<file path="config.mk">
export PLATFORM = sky130hd
export DESIGN_NAME = clock_sequencer_flat
export DESIGN_NICKNAME = d
export VERILOG_FILES = /design/src/rtl/clock_sequencer_if.sv /design/src/rtl/clock_sequencer.sv /design/src/flat_wrapper.sv
export SDC_FILE = /design/constraint.sdc
export NUM_CORES = 1
export LEC_CHECK = 0
export BUFFER_PORTS_ARGS = -buffer_cell sky130_fd_sc_hd__buf_4
export CORE_MARGIN = 1
export CORE_UTILIZATION = 35
export CTS_CLUSTER_DIAMETER = 150
export CTS_CLUSTER_SIZE = 14
export DETAILED_ROUTE_END_ITERATION = 10
export GPL_TIMING_DRIVEN = 0
export HOLD_SLACK_MARGIN = 0.15
export SYNTH_ARGS = -nofsm -noshare
export SYNTH_HDL_FRONTEND = slang
export SYNTH_SLANG_ARGS = --single-unit
</file>
<file path="constraint.sdc">
create_clock -name clk -period 2.21 [get_ports clk]
set_input_delay 0.3315 -clock clk [delete_from_list [all_inputs] [get_ports clk]]
set_output_delay 0.3315 -clock clk [all_outputs]
set_load 0.05 [all_outputs]
</file>
<file path="src/rtl/clock_sequencer_if.sv">
// clock_sequencer_if: control inputs and phase/status outputs of the clock sequencer
interface clock_sequencer_if;
  logic        run;
  logic        step;
  logic        halt_req;
  logic        ctrl_phase;
  logic        write_phase;
  logic        write_fall;
  logic        cpu_reset;
  logic        enabled;
  logic        running;
  logic        halted;
  logic [15:0] cycle_count;
  modport master (
    output run, step, halt_req,
    input  ctrl_phase, write_phase, write_fall, cpu_reset, enabled, running, halted, cycle_count
  );
  modport slave (
    input  run, step, halt_req,
    output ctrl_phase, write_phase, write_fall, cpu_reset, enabled, running, halted, cycle_count
  );
endinterface

</file>
<file path="src/rtl/clock_sequencer.sv">
// clock_sequencer: four-phase machine-cycle sequencer with reset hold, single step and halt
module clock_sequencer #(
  parameter int PHASE_LEN  = 2,
  parameter int RESET_HOLD = 4
) (
  input logic              clk,
  input logic              reset,
  clock_sequencer_if.slave bus
);
  typedef enum logic [2:0] {HOLD, STOPPED, C_HI, C_LO, W_HI, W_LO, HALTED} state_t;
  state_t      state_q, state_d;
  logic [3:0]  hold_q, hold_d, ph_q, ph_d;
  logic        step_pending_q, step_pending_d, halt_q, halt_d;
  logic [15:0] cycle_count_q, cycle_count_d;
  logic        busy, first, phase_end;
  always_comb begin
    busy = state_q inside {C_HI, C_LO, W_HI, W_LO};
    first = busy && ph_q == 4'd0;
    phase_end = ph_q == 4'(PHASE_LEN - 1);
    state_d = state_q;
    hold_d = hold_q;
    ph_d = busy ? (phase_end ? 4'd0 : ph_q + 4'd1) : 4'd0;
    step_pending_d = step_pending_q;
    halt_d = halt_q | (busy & bus.halt_req);
    cycle_count_d = cycle_count_q + 16'(state_q == W_LO && first);
    case (state_q)
      HOLD: begin
        hold_d = hold_q + 4'd1;
        if (hold_q == 4'(RESET_HOLD - 1)) state_d = STOPPED;
      end
      STOPPED: begin
        step_pending_d = step_pending_q | bus.step;
        if (bus.run | bus.step | step_pending_q) state_d = C_HI;
      end
      C_HI: if (phase_end) state_d = C_LO;
      C_LO: if (phase_end) state_d = W_HI;
      W_HI: if (phase_end) state_d = W_LO;
      W_LO: if (phase_end) begin
        if (halt_d) begin
          state_d = HALTED;
          halt_d = 1'b0;
        end else if (bus.run) begin
          state_d = C_HI;
        end else begin
          state_d = STOPPED;
          step_pending_d = 1'b0;
        end
      end
      default: ;
    endcase
  end
  always_ff @(posedge clk) begin
    if (!reset) begin
      state_q <= HOLD;
      hold_q <= '0;
      ph_q <= '0;
      step_pending_q <= 1'b0;
      halt_q <= 1'b0;
      cycle_count_q <= '0;
    end else begin
      state_q <= state_d;
      hold_q <= hold_d;
      ph_q <= ph_d;
      step_pending_q <= step_pending_d;
      halt_q <= halt_d;
      cycle_count_q <= cycle_count_d;
    end
  end
  assign bus.ctrl_phase  = state_q == C_HI && first;
  assign bus.write_phase = state_q == W_HI && first;
  assign bus.write_fall  = state_q == W_LO && first;
  assign bus.cpu_reset   = state_q == HOLD;
  assign bus.enabled     = state_q != HOLD;
  assign bus.running     = busy;
  assign bus.halted      = state_q == HALTED;
  assign bus.cycle_count = cycle_count_q;
endmodule
</file>
<file path="src/flat_wrapper.sv">
// flat-port wrapper written by rule: the top's interface ports become plain ports
module clock_sequencer_flat 
#(
  parameter int PHASE_LEN  = 2,
  parameter int RESET_HOLD = 4
)
  (clk, reset, bus_run, bus_step, bus_halt_req, bus_ctrl_phase, bus_write_phase, bus_write_fall, bus_cpu_reset, bus_enabled, bus_running, bus_halted, bus_cycle_count);
  clock_sequencer_if bus_i ();
  input logic clk;
  input logic reset;
  input wire logic [$bits(bus_i.run)-1:0] bus_run;
  input wire logic [$bits(bus_i.step)-1:0] bus_step;
  input wire logic [$bits(bus_i.halt_req)-1:0] bus_halt_req;
  output wire logic [$bits(bus_i.ctrl_phase)-1:0] bus_ctrl_phase;
  output wire logic [$bits(bus_i.write_phase)-1:0] bus_write_phase;
  output wire logic [$bits(bus_i.write_fall)-1:0] bus_write_fall;
  output wire logic [$bits(bus_i.cpu_reset)-1:0] bus_cpu_reset;
  output wire logic [$bits(bus_i.enabled)-1:0] bus_enabled;
  output wire logic [$bits(bus_i.running)-1:0] bus_running;
  output wire logic [$bits(bus_i.halted)-1:0] bus_halted;
  output wire logic [$bits(bus_i.cycle_count)-1:0] bus_cycle_count;
  assign bus_i.run = bus_run;
  assign bus_i.step = bus_step;
  assign bus_i.halt_req = bus_halt_req;
  assign bus_ctrl_phase = bus_i.ctrl_phase;
  assign bus_write_phase = bus_i.write_phase;
  assign bus_write_fall = bus_i.write_fall;
  assign bus_cpu_reset = bus_i.cpu_reset;
  assign bus_enabled = bus_i.enabled;
  assign bus_running = bus_i.running;
  assign bus_halted = bus_i.halted;
  assign bus_cycle_count = bus_i.cycle_count;
  clock_sequencer #(.PHASE_LEN(PHASE_LEN), .RESET_HOLD(RESET_HOLD)) u_core (.clk(clk), .reset(reset), .bus(bus_i));
endmodule
</file>
# Word-level counts from Yosys, hierarchy flattened
# Index checks and enable logic that the tools add are counted.
dict set report classes {
  n_addsub 3
  mul 0
  div_mod_pow 0
  magnitude_cmp 0
  eq_ne 16
  n_shift 0
  mux 15
  n_bitwise 7
  n_reduce_logical 13
}
# op n
set ops {}
lappend ops {{$mux W3} 7}
lappend ops {{$pmux W3 S6} 1}
lappend ops {{$add A16 B1 Y16} 1}
lappend ops {{$ne A2 B1 Y1 const B} 6}
lappend ops {{$eq A3 B3 Y1 const B} 3}
lappend ops {{$add A4 B1 Y4 const B} 2}
lappend ops {{$reduce_and A7 Y1} 1}
lappend ops {{$eq A3 B2 Y1 const B} 2}
lappend ops {{$reduce_bool A6 Y1} 1}
lappend ops {{$mux W1} 5}
lappend ops {{$eq A4 B1 Y1 const B} 1}
lappend ops {{$eq A4 B2 Y1 const B} 1}
lappend ops {{$logic_and A1 B1 Y1} 4}
lappend ops {{$logic_not A4 Y1} 1}
lappend ops {{$ne A2 B2 Y1 const B} 2}
lappend ops {{$or A1 B1 Y1} 4}
lappend ops {{$reduce_and A4 Y1} 1}
lappend ops {{$reduce_bool A4 Y1} 1}
lappend ops {{$eq A3 B1 Y1 const B} 1}
lappend ops {{$logic_not A3 Y1} 1}
lappend ops {{$reduce_bool A3 Y1} 1}
lappend ops {{$reduce_or A3 Y1} 1}
lappend ops {{$mux W2} 1}
lappend ops {{$not A1 Y1} 2}
lappend ops {{other kinds (3)} 3}
dict set report totals {
  register_bits 29
  latch_bits 0
  ram_bits 0
  rom_bits 0
  inputBits 5
  output_inout_bits 23
  elab_cells 60
  mem_count 0
}

# Longest topological paths before layout
# Gate-level depths: netlist of the first run.
dict set report depth {
  ltp_word 7
  ltp_mapped 10
  ltp_nobuf 10
}

# Worst setup path before layout of the first run
# No wires, ideal clock.
dict set report synth_path {
  path_kind {register -> register}
  startpoint {reg u_core.state_q[1]}
  endpoint {reg u_core.cycle_count_q[14] (netlist: u_core.bus.cycle_count[14])}
  setup_ps 128
  t_arrival_ps 3639
  required_ps 2082
  setup_slack_ps -1557
  stages_incl_launch_ff 11
  path_buffers 1
  synth_period_minus_slack_ps 3767
  cell_sequence {dfxtp_1 -> ha_1 -> clkbuf_1 -> nand4_1 -> nor3_1 -> ha_1 -> ha_1 -> and4_1 -> and4bb_2 -> xnor2_1 -> nor2_1}
}
dict set report synth_between {
  elab_chain_len 5
  word_cells_on_any_way 8
  classes_between {add/sub: 1; eq/ne: 4; reduce/logical: 3}
}
# item line_no
set synth_rtl {}
lappend synth_rtl {{from (decl)} clock_sequencer.sv:11} ;# state_t state_q, state_d;
lappend synth_rtl {{from (signal assigned)} clock_sequencer.sv:61} ;# state_q <= state_d;
lappend synth_rtl {{$eq A3 B2 Y1 / $eq A3 B3 Y1 (equally long branches)} clock_sequencer.sv:17} ;# busy = state_q inside {C_HI, C_LO, W_HI, W_LO};
lappend synth_rtl {{$reduce_bool A4 Y1 (*)} clock_sequencer.sv:17}
lappend synth_rtl {{net bus_running} flat_wrapper.sv:19} ;# output wire logic [$bits(bus_i.running)-1:0] bus_running;
lappend synth_rtl {{$logic_and A1 B1 Y1 (*)} clock_sequencer.sv:18} ;# first = busy && ph_q == 4'd0;
lappend synth_rtl {{$logic_and A1 B1 Y1 (*)} --}
lappend synth_rtl {{net bus_write_fall} flat_wrapper.sv:16} ;# output wire logic [$bits(bus_i.write_fall)-1:0] bus_write_fall;
lappend synth_rtl {{$add A16 B1 Y16 (*)} clock_sequencer.sv:25} ;# cycle_count_d = cycle_count_q + 16'(state_q == W_LO && first);
lappend synth_rtl {{to (signal assigned)} clock_sequencer.sv:66} ;# cycle_count_q <= cycle_count_d;
lappend synth_rtl {{to (decl)} clock_sequencer.sv:14} ;# logic [15:0] cycle_count_q, cycle_count_d;
# The timed path passes the listed nets; every way through them passes the cells marked *.
# A chain may end at the register's enable or synchronous reset.

# Worst setup path in the final report of the first run
dict set report layout_path {
  startpoint {reg u_core.state_q[2]}
  endpoint {reg u_core.cycle_count_q[14] (netlist: u_core.bus.cycle_count[14])}
}
dict set report layout_between {
  elab_chain_len 5
  word_cells_on_any_way 8
  classes_between {add/sub: 1; eq/ne: 4; reduce/logical: 3}
}
# item line_no
set layout_rtl {}
lappend layout_rtl {{$eq A3 B2 Y1 (tied with other cells)} clock_sequencer.sv:17}
lappend layout_rtl {{$reduce_bool A4 Y1} clock_sequencer.sv:17}
lappend layout_rtl {{$logic_and A1 B1 Y1} clock_sequencer.sv:18}
lappend layout_rtl {{$logic_and A1 B1 Y1 (*)} clock_sequencer.sv:25}
lappend layout_rtl {{$add A16 B1 Y16 (*)} clock_sequencer.sv:25}
# Mark *: on every way between the ends. The rest lies on a longest branch, timed or not.

==> results of run 1 <==
==> metrics by stage <==
step,std cells,hold slack [ns]
after floorplan,165,0.445
after global placement,241,0.460
after detailed placement,241,0.483
after CTS,250,0.330
after global routing,252,0.347
final,252,0.336
==> repair_timing <==
| action | CTS | global route |
|---|---|---|
| buffers inserted | 2 | 2 |
| gates resized for setup | 3 | 0 |
| pin swaps | 2 | 0 |
| endpoints found under the setup margin | 9 | 7 |
==> routing by layer <==
| layer | global-route usage, % | wire [um] | up-vias |
|---|---|---|---|
| met5 | 0 | 0 | - |
| met4 | 8.85 | 69 | 0 |
| met3 | 4.67 | 105 | 8 |
| met2 | 25.0 | 1510 | 18 |
| met1 | 20.0 | 1430 | 579 |
| li1 | - | - | 642 |
==> final cells by class <==
cell class,count,area (sq um)
plain buffers,5,36.3
clock buffers,6,72.6
clock inverters,2,10.0
fillers,402,2120
inverters,8,35.0
multi-input cells,122,937
flip-flops and latches,29,586
well taps,50,62.6
repair buffers,30,225
==> path summary, 6_finish.rpt <==
| check | slack (ns) | to | depth (start not counted) | start |
|---|---|---|---|---|
| setup / recovery | 0.13 | u_core.bus.cycle_count[14] | 9 | u_core.state_q[2] |
| hold / removal | 0.34 | u_core.step_pending_q | 3 | bus_step |
| setup reg to reg | 0.13 | u_core.bus.cycle_count[14] | 9 | u_core.state_q[2] |
| hold reg to reg | 0.49 | u_core.ph_q[0] | 1 | u_core.ph_q[0] |
==> cell families after synthesis <==
logic type	count (synthesis)	share of synthesized area, %
simple gates	75	29.1
flops	29	38.0
compound gates	21	11.1
xor+xnor	17	9.75
buf+inv	14	4.92
fa+ha+maj	7	5.74
mux	2	1.31
==> state kept, by name, summed over array words and instances, names as in the netlist <==
register                cells
u_core.bus.cycle_count     16
u_core.halt_q               1
u_core.hold_q               4
u_core.ph_q                 4
u_core.state_q              3
u_core.step_pending_q       1
==> power groups by stage <==
| stage | clock (W) | combinational, W | sequential, W |
|---|---|---|---|
| after floorplan | 0 | 0.000647 | 0.000619 |
| after global placement | 0 | 0.000764 | 0.000624 |
| after detailed placement | 0 | 0.000791 | 0.000630 |
| after CTS | 0.000428 | 0.000779 | 0.000617 |
| after global routing | 0.000445 | 0.000855 | 0.000625 |
| final | 0.000417 | 0.000778 | 0.000616 |
==> cells in the mapped netlist, types with 2 or more instances <==
master    instances
nand2_1           9
nor2b_1           3
and2_1            4
mux2i_1           2
nor3b_1           4
a211oi_2          2
nand3_1           7
buf_2             2
dfxtp_1          29
xnor2_1          10
ha_1              7
nor2_1           19
xor2_1            7
clkbuf_1          2
nand2b_1          4
a21oi_1           8
or3b_1            2
nand4_1           5
inv_1             6
nor3_1            7
buf_6             2
==> layout by cell type (no fill, tap or decap), types with 3 or more instances in the layout <==
cell type,Yosys,layout
and2_1,4,4
nand4_1,5,5
ha_4,0,3
nand2b_1,4,4
xnor2_1,10,10
inv_1,6,6
nand2_1,9,9
nor3b_1,4,4
clkbuf_8,0,5
ha_1,7,4
nor3_1,7,3
buf_4,0,30
xor2_1,7,7
dfxtp_1,29,27
nor2b_1,3,3
nor2_1,19,19
nand3_1,7,7
nor3_2,0,3
a21oi_1,8,8
==> worst max-delay path, cell delays in order (launching register included) <==
cell,delay (ns)
dfxtp_4,0.36
ha_4,0.28
nand4_1,0.15
nor3_4,0.21
ha_4,0.19
ha_4,0.14
and4_4,0.22
and4bb_2,0.23
xnor2_1,0.11
nor2_1,0.05
==> summary.md, run 1 <==
| Metric | Value |
|---|---|
| Std cell rows | 23 |
| Avg Cell Area, Syn | 9.25 sq um |
| Finished Cell Area | 1960 sq um |
| RSZ-0062 raised after global routing | yes |
| GRT Resource Usage Total | 16.2% |
| First-pass GRT wire length | ~5400 um |
| PortBufs | 26 |
| Register area share after synthesis | 38.0% |
| CTS H-tree lvls | 2 |
| Leak | 0.775 nW |
| CTS tree | yes |
| CTS Buffer Depth | 2 |
| Post-layout util | 48.1% |
| Final nets | approximately 210 |
| Crit share post-route | 94.0% |
| DRC | 0 |
| Routed WL | 3110 um |
| Synth Flop Type | dfxtp_1 |
| Chip Height | roughly 70 um |
| Final setup viols | 0 |
| CTS clk-pin slew, worst paths | approximately 0.07 ns |
| Initial drt markers | 47 |
| CP arrival | 2.24 ns |
| Synth Cell Area | between 1500 and 2000 sq um |
| Fin crit period | about 2.1 ns |
| Slew headroom | between 60 and 70% |
| Synth async-reset ratio | 0% |
| Data required, critical path | roughly 2.4 ns |
| Sum Neg Setup Slack | 0 ns |
| Cells after Synth | 165 |
| Via Count | about 1200 |
| Post-route antenna net violation count | 0 |
| Hold crit path type | in2reg |
| Synth unique cells | 45 |
| Core ar. | about 4100 sq um |
| Vias in the first global route | about 1200 |
| Synth area leader | dfxtp_1 |
| Global route overflow | 0 |
| Share of the synthesized area in the top cell type | roughly two fifths |
| Hold Fails Final Rpt | 0 |
| Final Max Tran Viols | 0 |
| Max_cap viols | 0 |
| Crit-path max FO | 4 |
| Diodes inserted | 0 |
| Crit start category | flip-flop |
| Clk_lat worst skew | between 0.2 and 0.3 ns |
| Ratio of cells with drive above 1 in the final layout | roughly a third |
| Internal power | roughly 0.0011 W |
| CTS buffer count | 5 |
| Placement Setup Slack | -0.166 ns |
| # hold bufs at CTS | 0 |
| Yosys reg bits | 29 |
| Total power | about 0.0018 W |
| Clock sink total | 29 |
| Final GP Congestion | 0.842 |
| Io pins | 28 |
| Die Area | ~4600 sq um |
| Dpl hpwl | 2450 um |
| DR vias/cell | 4.95 |
| Crit. End Element | flip-flop |
| Status | finished clean |
| Top post-synthesis cells by area | dfxtp_1 38%, ha_1 5.7%, xnor2_1 5.7% |
| Part of the power in combinational logic | a little over two fifths |
| Least-Margin Pin Slew | ~0.46 ns |
| VDD IR max | approximately 0.48 mV |
| Setup slack after layout | approximately 0.13 ns |
| Clock share of power | 23.0% |
| Initial Util | between 30% and 40% |
| Power Dens Cells | ~900 nW/um^2 |
| Fmax | 481 MHz |
| Post-synth EDFFs | 0 |
| Initial antenna violation count | 0 |
| Ys Warns | 0 |
| Switching power total | ~0.00070 W |
| Syn Nets | 177 |
| Drt wl/cell | roughly 12 um |
| First-pass iteration count of the detailed router | 2 |
| Die span in x | roughly 68 um |
| Clk_skew | a little under 0.01 ns |
| Critical Setup Path Class | reg2reg |
| Sequential power share | 34.0% |
| P&R area growth vs syn | 28.7% |
| Largest net degree at the start of global routing | 12 |
| CTS root buf | clkbuf_8 |
| Dpl cell area | around 1900 sq um |
| Sw frac | 38.8% |
No activity file was read; power rests on OpenSTA's default activity.
==> inputs of run 2 (changes only) <==
- clock period: 2.21 -> 1.7 ns (I/O delays scaled with it)
==> run 2 against run 1 <==
  * The flow now finishes with violations (negative setup slack)
  * Setup slack lost 0.55 ns
  * Die area unchanged
  * Total power rose by 38%
  * First-iteration DRC count shrank 11%
  * Sequential cell count unchanged
  * Sequential power up 30%
  * Register-to-register slack got worse by 0.55 ns
  * Final cell count increased by 2.4%
  * Non-clock buffer count grew 7
  * Clock-buffer cell count rose by 1
  * Routed wire length rose by 7.0%
  * Via count rose by 3.0%
  * Critical endpoint unchanged
==> summary.md, run 2 (synthesized netlist as in run 1, its figures left out) <==
| Metric | Value |
|---|---|
| Core ar. | a little over 4000 sq um |
| Chip Height | around 68 um |
| Final nets | between 200 and 250 |
| VDD IR max | 0.501 mV |
| Io pins | 28 |
| Std cell rows | 23 |
| Final GP Congestion | 0.818 |
| GR Util met2 | between 20% and 30% |
| Crit path buf inv count | 0 |
| Largest net degree at the start of global routing | 11 |
| Clock sink total | 29 |
| RSZ-0062 raised after global routing | yes |
| CTS clk-pin slew, worst paths | roughly 0.060 ns |
| Initial antenna violation count | 0 |
| Most frequent cells in the layout | 31 x buf_4, 27 x dfxtp_1, 19 x nor2_1 |
| Die Area | about 4600 sq um |
| Max FFs per register | 16 |
| Crit share post-route | 125% |
| Final Max Tran Viols | 0 |
| Crit start category | flip-flop |
| Fillers | around 380 |
| Critical Setup Path Class | reg2reg |
| Max_cap viols | 0 |
| Die span in x | ~70 um |
| CTS H-tree lvls | 2 |
| GRT Resource Usage Total | between 10% and 20% |
| Internal power | around 0.0016 W |
| Sequential power share | between 30% and 40% |
| Slew headroom | approximately 68% |
| Status | complete, but fails checks |
| Most used routing layer | met2 |
| Dpl hpwl | about 2400 um |
| CTS root buf | clkbuf_8 |
| First-pass GRT wire length | approximately 5500 um |
| GR Layer Usage met1 | 19.2% |
| CP Cell Sequence | ha_4 -> nand4_1 -> nor3_4 -> ha_4 -> ha_4 -> and4_4 -> and4bb_2 -> xnor2_2 -> nor2_1 |
| CTS tree | yes |
| Post-route antenna net violation count | 0 |
| Fmax | 471 MHz |
| Failing checks | negative setup slack |
| Switching power total | between 0.0009 and 0.001 W |
| CTS buffer count | 5 |
| Initial drt markers | 42 |
| CTS Buffer Depth | 2 |
| Part of the power in combinational logic | around 45% |
| Ratio of cells with drive above 1 in the final layout | between 30% and 40% |
| Vias in the first global route | ~1200 |
| First-pass iteration count of the detailed router | 4 |
| Crit. End Element | flip-flop |
| DR vias/cell | 4.98 |
| Initial Util | between 30% and 40% |
| Hold crit path type | in2reg |
| Total power | between 0.002 and 0.0025 W |
| Leak | about 0.84 nW |
| Sw frac | a little under two fifths |
| Least-Margin Pin Slew | approximately 0.48 ns |
| Crit-path max FO | 4 |
| Clk_lat worst skew | about 0.28 ns |
| Crit path largest cell delay | approximately 0.36 ns |
| Power Dens Cells | about 1200 nW/um^2 |
| Commonest non-fill, non-tap cell in the layout | buf_4 |
| Clk_skew | ~0.006 ns |
| Family with the most delay on the worst path | simple AND/OR/NAND/NOR gates |
| Global route overflow | 0 |
| PortBufs | 26 |
| Seq. cell area | between 500 and 600 sq um |
| P&R area growth vs syn | 38.1% |
| Via Count | ~1300 |
| CP dominant cell by count | ha_4 |
| Placement Setup Slack | -0.667 ns |
| Final setup viols | 17 |
| Met3 usage | approximately 4.5% |
| Data required, critical path | roughly 1.9 ns |
| Clock share of power | about 23% |
| CP arrival | ~2.3 ns |
| DRC | 0 |
| Setup slack after layout | -0.422 ns |
| Area of the multi-input gates | roughly 1000 sq um |
| Drt wl/cell | 12.9 um |
| Diodes inserted | 0 |
| Final hold slack | about 0.25 ns |
| Routed WL | 3330 um |
| Slowest library cell on the worst path | dfxtp_4 |
| Hold Fails Final Rpt | 0 |
| Fin crit period | between 2 and 2.5 ns |
run 2: final timing paths:
kind	start	to	slack, ns	depth (start not counted)
setup / recovery	u_core.state_q[2]	u_core.bus.cycle_count[14]	-0.42	9
hold / removal	bus_step	u_core.step_pending_q	0.25	3
setup reg to reg	u_core.state_q[2]	u_core.bus.cycle_count[14]	-0.42	9
hold reg to reg	u_core.ph_q[0]	u_core.ph_q[0]	0.48	1
run 2: worst reg2reg max path, cell delays in order, from the launching register on:
cell and delay [ns]:
dfxtp_4 0.36, ha_4 0.28, nand4_1 0.17, nor3_4 0.23, ha_4 0.18, ha_4 0.13
and4_4 0.22, and4bb_2 0.26, xnor2_2 0.11, nor2_1 0.05
run 2: what timing repair did:
action | CTS | global route
hold buffers | 0 | 0
pin swaps | 5 | 3
resized for setup | 10 | 13
endpoints found under the setup margin | 19 | 19
setup buffers | 6 | 7
run 2: area by class of cell:
type                            instances  share of cell area [%]
Clock buffer                            7                    4.09
Timing Repair Buffer                   37                    14.4
Tap cell                               50                    2.97
Sequential cell                        29                    27.8
Inverter                                8                    1.66
Multi-Input combinational cell        122                    47.4
Buffer                                  5                    1.72
run 2: power by group through the flow:
stage,Clock [W],Combinational [W],Sequential (W)
finish,0.000571,0.00112,0.000802
detailed placement,0,0.00102,0.000818
CTS,0.000582,0.00103,0.000802
global placement,0,0.000992,0.000811
floorplan,0,0.000842,0.000805
global route,0.000614,0.00122,0.000810
run 2: layer usage:
metal / vias up / routed length, um
met5: - / 0
li1: 662 / -
met2: 20 / 1630
met3: 7 / 129
met4: 0 / 59
met1: 595 / 1510
run 2: through the flow:
step	std cells	util [%]	TNS (ns)	cell area [sq um]
after floorplan	165	-	-14.04	1590
after global placement	241	45.3	-6.28	1850
after detailed placement	241	45.3	-6.60	1850
after CTS	253	49.2	-3.95	2010
after global routing	258	51.6	-6.39	2110
final	258	51.6	-4.34	2110
==> inputs of run 3 (changes only) <==
- PLACE_DENSITY: not set -> 0.54
==> run 3 against run 2 <==
  * The flow still finishes with violations (negative setup slack)
  * Clock-buffer cell count decreased by 1
  * Largest power group unchanged
  * Total power decreased by 5.4%
  * Register-to-register slack better by 0.04 ns
  * Clock power fell by 7.4%
  * Hold slack worse by 0.00056 ns
  * Largest cell class unchanged
  * Via count decreased by 3.4%
  * Highest routed layer unchanged
==> summary.md, run 3 (synthesized netlist as in run 1, its figures left out) <==
| Metric | Value |
|---|---|
| Vias in the first global route | roughly 1200 |
| Status | complete, but fails checks |
| Placement Setup Slack | -0.654 ns |
| Family with the most delay on the worst path | simple AND/OR/NAND/NOR gates |
| Slew headroom | ~67% |
| GRT Resource Usage Total | between 15 and 20% |
| Commonest non-fill, non-tap cell in the layout | buf_4 |
| Crit start category | flip-flop |
| Crit. End Element | flip-flop |
| Failing checks | negative setup slack |
| PortBufs | 26 |
| Final GP Congestion | around 0.76 |
| Finished Cell Area | 2020 sq um |
| Std cell rows | 23 |
| Crit path buf inv count | 0 |
| CTS clk-pin slew, worst paths | 0.06 ns |
| Ratio of cells with drive above 1 in the final layout | 34.5% |
| Worst Hold Endpoint | u_core.step_pending_q |
| Leak | just over 0.8 nW |
| Total power | between 0.002 and 0.0025 W |
| Slowest library cell on the worst path | dfxtp_4 |
| Die span in x | about 70 um |
| Routed WL | around 3200 um |
| CTS tree | yes |
| Seq. cell area | between 500 and 600 sq um |
| Worst R2R Path Depth | 9 |
| HP Start | bus_step |
| DR vias/cell | a little under 5 |
| Most frequent cells in the layout | 28 x buf_4, 27 x dfxtp_1, 19 x nor2_1 |
| CP arrival | roughly 2.2 ns |
| Reg2reg setup slack | -0.38 ns |
| Diodes inserted | 0 |
| Critical Setup Path Class | reg2reg |
| Dpl hpwl | 2290 um |
| Initial Util | between 30 and 40% |
| Fin crit period | between 2 and 2.5 ns |
| RR Startpoint | u_core.state_q[2] |
| Max_cap viols | 0 |
| Area of the multi-input gates | 977 sq um |
| CTS root buf | clkbuf_8 |
| Power Dens Cells | between 1000 and 1500 nW/um^2 |
| Dpl cell area | about 1900 sq um |
| Largest net degree at the start of global routing | 11 |
| Setup slack after layout | -0.383 ns |
| Die Area | approximately 4600 sq um |
| Initial antenna violation count | 0 |
| CTS buffer count | 5 |
| CTS Buffer Depth | 2 |
| Crit-path max FO | 4 |
| Hold path depth | 3 |
| Final setup viols | 17 |
| Core ar. | around 4000 sq um |
| Crit path largest cell delay | 0.36 ns |
| First-pass iteration count of the detailed router | 4 |
| Clock sink total | 29 |
| Hold Fails Final Rpt | 0 |
| Fmax | 480 MHz |
| Drt wl/cell | roughly 13 um |
| Global route overflow | 0 |
| Final Max Tran Viols | 0 |
| DRC | 0 |
| R2r endpoint | u_core.bus.cycle_count[14] |
| Least-Margin Pin Slew | approximately 0.5 ns |
| Final nets | about 210 |
| Via Count | approximately 1200 |
| Io pins | 28 |
| Fillers | 407 |
| CTS H-tree lvls | 2 |
| P&R area growth vs syn | 32.5% |
| Max FFs per register | 16 |
| Post-route antenna net violation count | 0 |
| Clk_lat worst skew | approximately 0.27 ns |
| Clk_skew | ~0.007 ns |
| Initial drt markers | 47 |
| VDD IR max | about 0.5 mV |
| Sum Neg Setup Slack | -3.75 ns |
| Hold crit path type | in2reg |
| Data required, critical path | ~1.9 ns |
| First-pass GRT wire length | around 5400 um |
| Chip Height | slightly below 70 um |
| RSZ-0062 raised after global routing | yes |
| CP Cell Sequence | ha_4 -> nand4_1 -> nor3_4 -> ha_4 -> ha_4 -> and4_4 -> and4bb_2 -> xnor2_1 -> nor2_1 |
| Crit share post-route | 123% |
| CP dominant cell by count | ha_4 |
run 3: changes by cell type in the layout (fill, tap and decap cells not counted), moves of 2 or more:
cell,delta
buf_4,-3
clkinv_2,+2
buf_6,-2
nand2_2,-2
run 3: layout make-up:
type | instances | share of cell area [%]
Sequential cell | 29 | 28.9
Multi-Input combinational cell | 122 | 48.3
Tap cell | 50 | 3.09
Clock inverter | 2 | 0.495
Buffer | 5 | 1.79
Clock buffer | 6 | 3.59
Timing Repair Buffer | 31 | 12.1
Inverter | 8 | 1.73
run 3: worst max-delay path by stage:
stage                            from                         end  slack [ns]  depth (start not counted)
CTS                 u_core.state_q[2]  u_core.bus.cycle_count[14]       -0.38                          9
finish              u_core.state_q[2]  u_core.bus.cycle_count[14]       -0.38                          9
floorplan           u_core.state_q[1]  u_core.bus.cycle_count[14]        -1.0                         10
detailed placement  u_core.state_q[2]  u_core.bus.cycle_count[14]       -0.65                         10
global route        u_core.state_q[2]  u_core.bus.cycle_count[15]       -0.48                          9
global placement    u_core.state_q[2]  u_core.bus.cycle_count[14]       -0.64                         10
run 3: metrics by stage:
step           cells  util (%)  hold slack [ns]
6_report         253      49.5            0.252
5_1_grt          253      49.5            0.259
4_1_cts          253      49.2            0.242
3_5_place_dp     241      45.3            0.474
3_3_place_gp     241      45.3            0.463
2_1_floorplan    165         -            0.416
run 3: what timing repair did:
item                                    in CTS  in global routing
hold buffers                                 0                  0
resized for setup                           11                  3
pin swaps                                    8                  3
setup buffers                                5                  1
endpoints found under the setup margin      19                 19
run 3: per-layer routing:
layer | global-route usage, % | routed length [um]
met1 | 21.6 | 1540
met2 | 24.0 | 1510
met3 | 4.67 | 110
met4 | 5.73 | 38
met5 | 0 | 0
run 3: power by group:
group	switching, W	total, W	internal (W)
sequential	0.0000546	0.000800	0.000745
clock	0.000247	0.000529	0.000283
combinational	0.000613	0.00103	0.000422
run 3: tightest hold or removal path: stages:
cell	delay, ns
buf_4	0.09
a22oi_1	0.07
nor2_1	0.08
